**src/rtl/rom_ahb_ctrl.sv**
```systemverilog
// rom_ahb_ctrl: AHB-Lite read-only slave driving a synchronous ROM macro
module rom_ahb_ctrl #(
  parameter int DATA_W      = 32,
  parameter int ADDR_W      = 12,
  parameter int WAIT_STATES = 0
) (
  input  logic              hclk,
  input  logic              n_hreset,
  input  logic              hsel,
  input  logic [31:0]       haddr,
  input  logic [1:0]        htrans,
  input  logic [2:0]        hsize,
  input  logic              hwrite,
  input  logic              hready_in,
  output logic              hready,
  output logic [1:0]        hresp,
  output logic [DATA_W-1:0] hrdata,
  output logic              rom_cen,
  output logic [ADDR_W-1:0] rom_addr,
  input  logic [DATA_W-1:0] rom_dout
);
  localparam int BOFF = (DATA_W == 64) ? 3 : 2;
  localparam logic [3:0] WLOAD = (WAIT_STATES > 0) ? 4'(WAIT_STATES - 1) : 4'd0;
  typedef enum logic [2:0] {IDLE, WAIT, DATA, ERR1, ERR2} state_t;
  state_t state, state_nx;
  logic [3:0] wcnt, wcnt_nx;
  logic [DATA_W-1:0] rdata_q;
  logic cap;
  logic open_st, accept, err_size, misalign, err, good;
  logic [2:0] mask;
  // accept qualification and error classification; WAIT/ERR1 never accept
  always_comb begin
    open_st  = (state == IDLE) || (state == DATA) || (state == ERR2);
    accept   = hsel & htrans[1] & hready_in & open_st;
    mask     = 3'((4'd1 << hsize[1:0]) - 4'd1);
    err_size = hsize > 3'(BOFF);
    misalign = !err_size && (|(haddr[2:0] & mask));
    err      = hwrite | err_size | misalign;
    good     = accept & ~err;
  end
  // ROM strobe is combinational from the address phase, held off in reset
  always_comb begin
    rom_cen  = ~(good & n_hreset);
    rom_addr = haddr[ADDR_W+BOFF-1:BOFF];
  end
  // bus responses decode purely from state
  always_comb begin
    hready = open_st;
    hresp  = {1'b0, (state == ERR1) || (state == ERR2)};
    hrdata = (WAIT_STATES == 0) ? rom_dout : rdata_q;
  end
  // next state and wait counter
  always_comb begin
    state_nx = good ? ((WAIT_STATES == 0) ? DATA : WAIT) : (accept ? ERR1 : IDLE);
    wcnt_nx  = good ? WLOAD : wcnt;
    if (state == WAIT) begin
      state_nx = (wcnt == 4'd0) ? DATA : WAIT;
      wcnt_nx  = (wcnt == 4'd0) ? wcnt : wcnt - 4'd1;
    end
    if (state == ERR1) begin
      state_nx = ERR2;
      wcnt_nx  = wcnt;
    end
  end
  // state, counter and read-data capture registers
  always_ff @(posedge hclk) begin
    if (!n_hreset) begin
      state   <= IDLE;
      wcnt    <= 4'd0;
      rdata_q <= '0;
      cap     <= 1'b0;
    end else begin
      state   <= state_nx;
      wcnt    <= wcnt_nx;
      cap     <= good;
      rdata_q <= cap ? rom_dout : rdata_q;
    end
  end
endmodule
```
**config.mk**
```make
export PLATFORM = sky130hd
export DESIGN_NAME = rom_ahb_ctrl
export DESIGN_NICKNAME = d
export VERILOG_FILES = /design/src/rtl/rom_ahb_ctrl.sv
export SDC_FILE = /design/constraint.sdc
export NUM_CORES = 1
export LEC_CHECK = 0
export ABC_AREA = 0
export BUFFER_PORTS_ARGS = -buffer_cell sky130_fd_sc_hd__buf_2
export CORE_MARGIN = 2
export CORE_UTILIZATION = 31
export CTS_BUF_LIST = sky130_fd_sc_hd__clkbuf_16
export DETAILED_ROUTE_END_ITERATION = 12
export GPL_TIMING_DRIVEN = 0
export PLACE_DENSITY_LB_ADDON = 0.1
export SETUP_SLACK_MARGIN = 0.02
export SYNTH_ARGS = -nofsm -noshare
export SYNTH_HDL_FRONTEND = slang
export SYNTH_SLANG_ARGS = --single-unit
export TNS_END_PERCENT = 5
```
**constraint.sdc**
```tcl
create_clock -name hclk -period 2.8 [get_ports hclk]
set_input_delay 0.84 -clock hclk [delete_from_list [all_inputs] [get_ports hclk]]
set_output_delay 0.84 -clock hclk [all_outputs]
set_load 0.03 [all_outputs]
```
======== Word level (Yosys, flattened, before mapping) ========
Cells that the tools add are included.
word-level totals
  bits in registers ....................... 7
  word-level logic and storage cells ...... 43
cells by class
  $add $sub $neg .......................... 2
  $lt $le $gt $ge ......................... 1
  equal/unequal tests ..................... 5
  shifts and indexed selects .............. 1
  muxes and demuxes ....................... 8
  bitwise operators ....................... 12
  reductions and logical operators ........ 11
operators with widths
  cell                 count
  $mux 4               3
  $mux 2               4
  $eq 3x2->1 const B   2
  $and 1x1->1          5
  $logic_not 4->1      1
  $not 1->1            4
  $sub 4x1->4 const B  1
  $and 3x3->3          1
  $eq 3x1->1 const B   1
  $eq 3x3->1 const B   1
  $gt 3x2->1 const B   1
  $logic_not 3->1      1
  $logic_or 1x1->1     3
  $mux 3               1
  $reduce_and 3->1     1
  $reduce_or 3->1      1
  $shl 1x2->3 const A  1
  $sub 3x1->3 const B  1
  $ne 2x2->1 const B   1
  $or 1x1->1           2
  $reduce_bool 2->1    1
  $reduce_or 2->1      1
  $logic_and 1x1->1    1
  $logic_not 1->1      1

======== Depth between registers and ports, before layout ========
Gate-level depths: netlist of the first run.
  depth after elaboration ................. 11
  mapped depth ............................ 6
  mapped depth without buffers ............ 6

======== Worst setup path before layout of the first run ========
OpenSTA, ideal clock, no wires.
  path type ............................... input to output
  from .................................... input port hsize[0]
  to ...................................... output port rom_cen
  data arrival time ....................... 1.629 ns
  setup slack ............................. 0.331 ns
  cell stages on the path ................. 4
  path buffers ............................ 0
  cell sequence ........................... nor3_1 > nor2_1 > nor4_4 > nand2_1
on the way
  word-level cells in the longest chain between the ends .. 10
  elaborated cells between the ends (all ways) .. 13
  classes of those cells .................. add/sub: 1; order compare: 1; shift: 1; bitwise: 7; reduce/logical: 3
ends and longest elaborated chain
  what               RTL line  text
  from (decl)        12        input logic [2:0] hsize,
  $shl 1x2->3        35        mask = 3'((4'd1 << hsize[1:0]) - 4'd1);
  $sub 3x1->3        35
  $and 3x3->3        37        misalign = !err_size && (|(haddr[2:0] & mask));
  $reduce_or 3->1    37
  $logic_and 1x1->1  37
  $or 1x1->1 (*)     38        err = hwrite | err_size | misalign;
  $not 1->1 (*)      39        good = accept & ~err;
  $and 1x1->1 (*)    39
  $and 1x1->1 (*)    43        rom_cen = ~(good & n_hreset);
  $not 1->1 (*)      43
  to (decl)          18        output logic rom_cen,
Mark *: on every way between the ends. The rest lies on a longest branch, timed or not.

======== Final worst setup path of the first run ========
Same ends and word-level chain as after synthesis.

==> results of run 1 <==
## critical path: cells and delay by family
kind,cells,cell delay [ps]
buf+inv,2,300
simple gates,4,670
## repair_timing
item / CTS / global route
buffers inserted: 0 / 2
setup endpoints to repair: 0 / 1
gates resized for setup: 0 / 1
hold endpoints to repair: 0 / 0
## registers in the layout, indices dropped and copies added, names as in the netlist
register,flops
state,3
wcnt,4
## synth_stat cells, drive strengths merged (2+ instances only)
library cell  instances  share of area, %
a21oi                 4               3.1
buf                  46                44
dfxtp                 7                18
ha                    2               3.2
inv                   3               1.5
nand2                 6               2.9
nand2b                2               1.6
nand3                 2               1.3
nor3                  2               1.3
nor3b                 4               6.0
nor4                  3               4.4
o31ai                 2               1.9
## per-stage QoR
step	hold WS [ps]	utilization, %	setup WS, ps
2_1_floorplan	448	-	331
3_3_place_gp	466	45.2	103
3_5_place_dp	478	45.2	78.2
4_1_cts	483	48.5	75.7
5_1_grt	507	49.3	60.7
6_report	485	49.3	157
## final timing paths
check | to | cells past startpoint | slack (ps)
max reg2reg | state[0]$_SDFF_PP0_ | 6 | 1340
max | rom_cen | 6 | 160
min reg2reg | wcnt[0]$_SDFFE_PN0P_ | 2 | 480
min | wcnt[0]$_SDFFE_PN0P_ | 2 | 480
## layer usage
metal	share of wire [%]	GRT usage, %
met5	0	0
met3	16	4.17
met4	3.1	10.3
met1	32	10.9
met2	49	17.5
## where the power goes
group	internal, mW	total [mW]	switching, mW
sequential	0.101	0.103	0.00174
combinational	0.0709	0.169	0.0980
clock	0.186	0.244	0.0577
total	0.358	0.516	0.157
## cell families after synthesis
group / synth area share, %
other: 0.486
AO/OA/AOI/OAI: 7.29
buffers and inverters: 45.7
AND/OR/NAND/NOR: 24.0
adder cells (fa/ha/maj): 3.24
flip-flops: 18.2
XOR/XNOR: 1.13
## area by class of cell
type                            instances  area, um^2  area share [%]
Buffer                                 46         342            28.7
Timing Repair Buffer                   58         295            24.8
Multi-Input combinational cell         37         284            23.9
Sequential cell                         7         140            11.8
Clock buffer                            3        75.1            6.32
Tap cell                               30        37.5            3.16
Inverter                                3        11.3           0.947
Clock inverter                          1        3.75           0.316
==> flow_summary.ini, run 1 <==
[status]
run_status = finished clean

[synth]
postSynth.topFlopCell = dfxtp_1
syn_area_per_cell_um2 = 8.30
synth_seq_area_share_pct = 18.2
yosys_register_bits = 7
yosys_warnings = 0
synthArstFlopShare_pct = 0
synth-edff-count = 0
synth.distinct_cells = 28
postSynthNetCount = 169
postSynthCellCount = 93
post_synth_instance_area_um2 = 772

[floorplanning]
start_util_pct = 32.0
number_of_ports_placed_on_the_die_boundary = 122
fp.dieH_um = 53.9
core_area_um2 = 2410
floorplan.die_area_um2 = 2910
row_count = 18
die_w_um = 53.9

[setup_path]
cp_slowest_cell = nor4_4
worst_endpoint_required_time_ps = 1960
critical-path-max-stage-delay_ps = 340
timing.critical_path.to_type = output port
timing.critical_path.arrival_ps = 1800
path_cells = buf_2 -> nor3_2 -> nor2_1 -> nor4_4 -> nand2_1 -> buf_2
crit_start = hsize[0]
worst_path_most_repeated_cell = buf_2
critPathKind = input pin to output port
regToRegStartpoint = wcnt[0]$_SDFFE_PN0P_
setup.worst_path.start_class = input pin
critical_path.max_fanout = 3

[pwr]
max_vdd_drop_v = 0.000274
power_per_cell_area_nw_per_um2 = 434
total_power_mw = 0.516
leakagePower_nw = 0.628

[timing]
timing_hold_violations_final = 0
final_max_slew_viol_count = 0
achievable-frequency_mhz = 378
finalCriticalPeriod_ps = 2640
final_worst_path_period_share_pct = 94.4
finalClockSkew_ps = 2.83
rsz0062_at_grt = false
final-setup-viol-count = 0
finalSetupTns_ps = 0

[clock_tree]
clock_sink_count = 7
cts_inserted_buffers = 3
clock_tree.htree_level_count = 1
insertion_delay_ps = 230
clk_path_buf_depth = 2
path_clk_slew_ps = 30
clock-root-buffer = clkbuf_16
cts_tree = yes
ctsHoldBuffers = 0

[global_routing]
grt_use_total_pct = 11.0
first_global_vias = 523
pin_count_of_the_biggest_net_entering_global_routing = 10
wire_length_of_the_first_global_routing_pass_mm = 2.10
gr-total-overflow = 0
number_of_antenna_violations_at_the_first_check_in_global_routing = 0

[detailed_routing]
drcViolationCount = 0
via_count = 758
totalWireLength_mm = 1.66
initialDrtViolationCount = 1
antenna_violating_nets_post_route = 0
drtPass1Iterations = 4
avgRoutedWirePerCell_um = 8.99
per_cell_via_count_in_the_routed_design = 4.10

[place]
routability_congestion_estimate_from_global_placement = 0.669
place.detailed.instances = 179
dpl-instance-area_um2 = 1090
dp_hpwl_mm = 1.40
port-buffer-count = 56

[finish]
n_fill_cell = 250
final_cell_area_excluding_filler_cells_um2 = 1190
num-nets-final = 232
antenna-diode-count = 0
non_filler_instance_count_after_layout = 185
post_route_cells_drive_above_1_share_pct = 74.2
synthToLayoutAreaGrowth_pct = 54.0
most_common_cell_after_layout_fill_and_taps_aside = buf_2
mostFrequentLayoutCells = buf_2 (56), buf_4 (47), dfxtp_1 (7)

[hold_path]
hold_path.startpoint = wcnt[0]$_SDFFE_PN0P_
timing.hold.worst.class = flop to flop

[flow_run]
max-cap-violations = 0
Note: power is estimated with default switching activity, not from simulation.
==> inputs of run 2 (changes only) <==
==> constraint.sdc (replaced) <==
create_clock -name hclk -period 2.8 [get_ports hclk]
set_input_delay 0.84 -clock hclk [delete_from_list [all_inputs] [get_ports hclk]]
set_output_delay 0.84 -clock hclk [all_outputs]
set_load 0.01 [all_outputs]
==> flow_summary.ini, run 2 (synthesized netlist as in run 1, its figures left out) <==
[setup_path]
timing.critical_path.to_type = output port
critical_path.max_fanout = 3
path_cells = buf_2 -> nor3_1 -> nor2_1 -> nor4_4 -> nand2_1 -> buf_2
worst_r2r_end = state[0]$_SDFF_PP0_
worst_endpoint_required_time_ps = 1960
reg2regPathDepth = 6
timing.critical_path.arrival_ps = 1790
cp_slowest_cell = nor4_4
regToRegStartpoint = wcnt[0]$_SDFFE_PN0P_
critPathKind = input pin to output port
setup.worst_path.start_class = input pin
critical-path-max-stage-delay_ps = 340
reg2reg_slack_ps = 1340
worst_path_most_repeated_cell = buf_2

[detailed_routing]
initialDrtViolationCount = 1
totalWireLength_mm = 1.66
drtPass1Iterations = 4
via_count = 761
antenna_violating_nets_post_route = 0
per_cell_via_count_in_the_routed_design = 4.11
avgRoutedWirePerCell_um = 8.96
drcViolationCount = 0

[finish]
mostFrequentLayoutCells = buf_2 (56), buf_4 (47), dfxtp_1 (7)
post_route_cells_drive_above_1_share_pct = 73.5
max_flop_register = wcnt
n_fill_cell = 253
most_common_cell_after_layout_fill_and_taps_aside = buf_2
synthToLayoutAreaGrowth_pct = 53.3
final_cell_area_excluding_filler_cells_um2 = 1180
reg_top3 = wcnt (4), state (3)
num-nets-final = 232
largest_register_ff_count = 4
antenna-diode-count = 0

[timing]
finalClockSkew_ps = 2.83
finalCriticalPeriod_ps = 2630
timing_hold_violations_final = 0
finalHoldWorstSlack_ps = 485
achievable-frequency_mhz = 380
final_worst_path_period_share_pct = 94.0
final_max_slew_viol_count = 0
rsz0062_at_grt = false
final-setup-viol-count = 0
finalSetupTns_ps = 0

[global_routing]
pin_count_of_the_biggest_net_entering_global_routing = 10
number_of_antenna_violations_at_the_first_check_in_global_routing = 0
wire_length_of_the_first_global_routing_pass_mm = 2.10
first_global_vias = 523
gr-total-overflow = 0
grt_use_total_pct = 11.0

[hold_path]
hold_path.startpoint = wcnt[0]$_SDFFE_PN0P_
worstHoldEndpoint = wcnt[0]$_SDFFE_PN0P_
holdPathStages = 2
timing.hold.worst.class = flop to flop

[clock_tree]
cts_tree = yes
insertion_delay_ps = 230
post-cts-setup-buffers = 0
clk_path_buf_depth = 2
cts_resized = 0
cts_inserted_buffers = 3
clock_tree.htree_level_count = 1
path_clk_slew_ps = 30
clock-root-buffer = clkbuf_16
clock_sink_count = 7
ctsHoldBuffers = 0

[place]
dpl-instance-area_um2 = 1090
port-buffer-count = 56
routability_congestion_estimate_from_global_placement = 0.669
dp_hpwl_mm = 1.40

[floorplanning]
die_w_um = 53.9
floorplan.die_area_um2 = 2910
core_area_um2 = 2410
fp.dieH_um = 53.9
number_of_ports_placed_on_the_die_boundary = 122
row_count = 18
start_util_pct = 32.0

[pwr]
max_vdd_drop_v = 0.000260
power_per_cell_area_nw_per_um2 = 390
total_power_mw = 0.462
leakagePower_nw = 0.627

[status]
run_status = finished clean

[flow_run]
max-cap-violations = 0
run 2: worst max path at each step:
stage	start	endpoint	slack (ps)	cells past startpoint
2_1_floorplan	hsize[0]	rom_cen	440	4
3_3_place_gp	hsize[0]	rom_cen	140	6
3_5_place_dp	hsize[0]	rom_cen	120	6
4_1_cts	hsize[0]	rom_cen	110	6
5_1_grt	hsize[0]	rom_cen	30	6
6_report	hsize[0]	rom_cen	170	6
run 2: critical path: cells and delay by family:
kind                   cells  cell delay (ps)
buffers and inverters      2              250
AND/OR/NAND/NOR            4              700
run 2: power breakdown:
| part | total [mW] | internal [mW] | switching (mW) |
|---|---|---|---|
| clock | 0.244 | 0.186 | 0.0576 |
| sequential | 0.103 | 0.101 | 0.00173 |
| combinational | 0.115 | 0.0702 | 0.0447 |
| total | 0.462 | 0.358 | 0.104 |
run 2: cell type report:
cell class                      count  area [um^2]  area share, %
Tap cell                           30         37.5           3.17
Inverter                            3         11.3          0.951
Buffer                             46          342           28.9
Clock inverter                      1         3.75          0.317
Timing Repair Buffer               58          295           24.9
Multi-Input combinational cell     37          279           23.6
Clock buffer                        3         75.1           6.34
Sequential cell                     7          140           11.8
run 2: per-stage QoR:
step	setup slack, ps	cells	utilization [%]
global route	31.9	185	49.1
floorplan	444	93	-
global placement	141	179	45.2
CTS	114	183	48.5
finish	167	185	49.1
detailed placement	117	179	45.2
run 2: metal layers:
layer  wire length [um]  global-route usage, %  vias up
met5                  0                      0        -
met4                 52                   10.3        0
met3                269                   4.17        5
met2                811                   17.5       59
met1                524                   10.9      313
li1                   -                      -      384
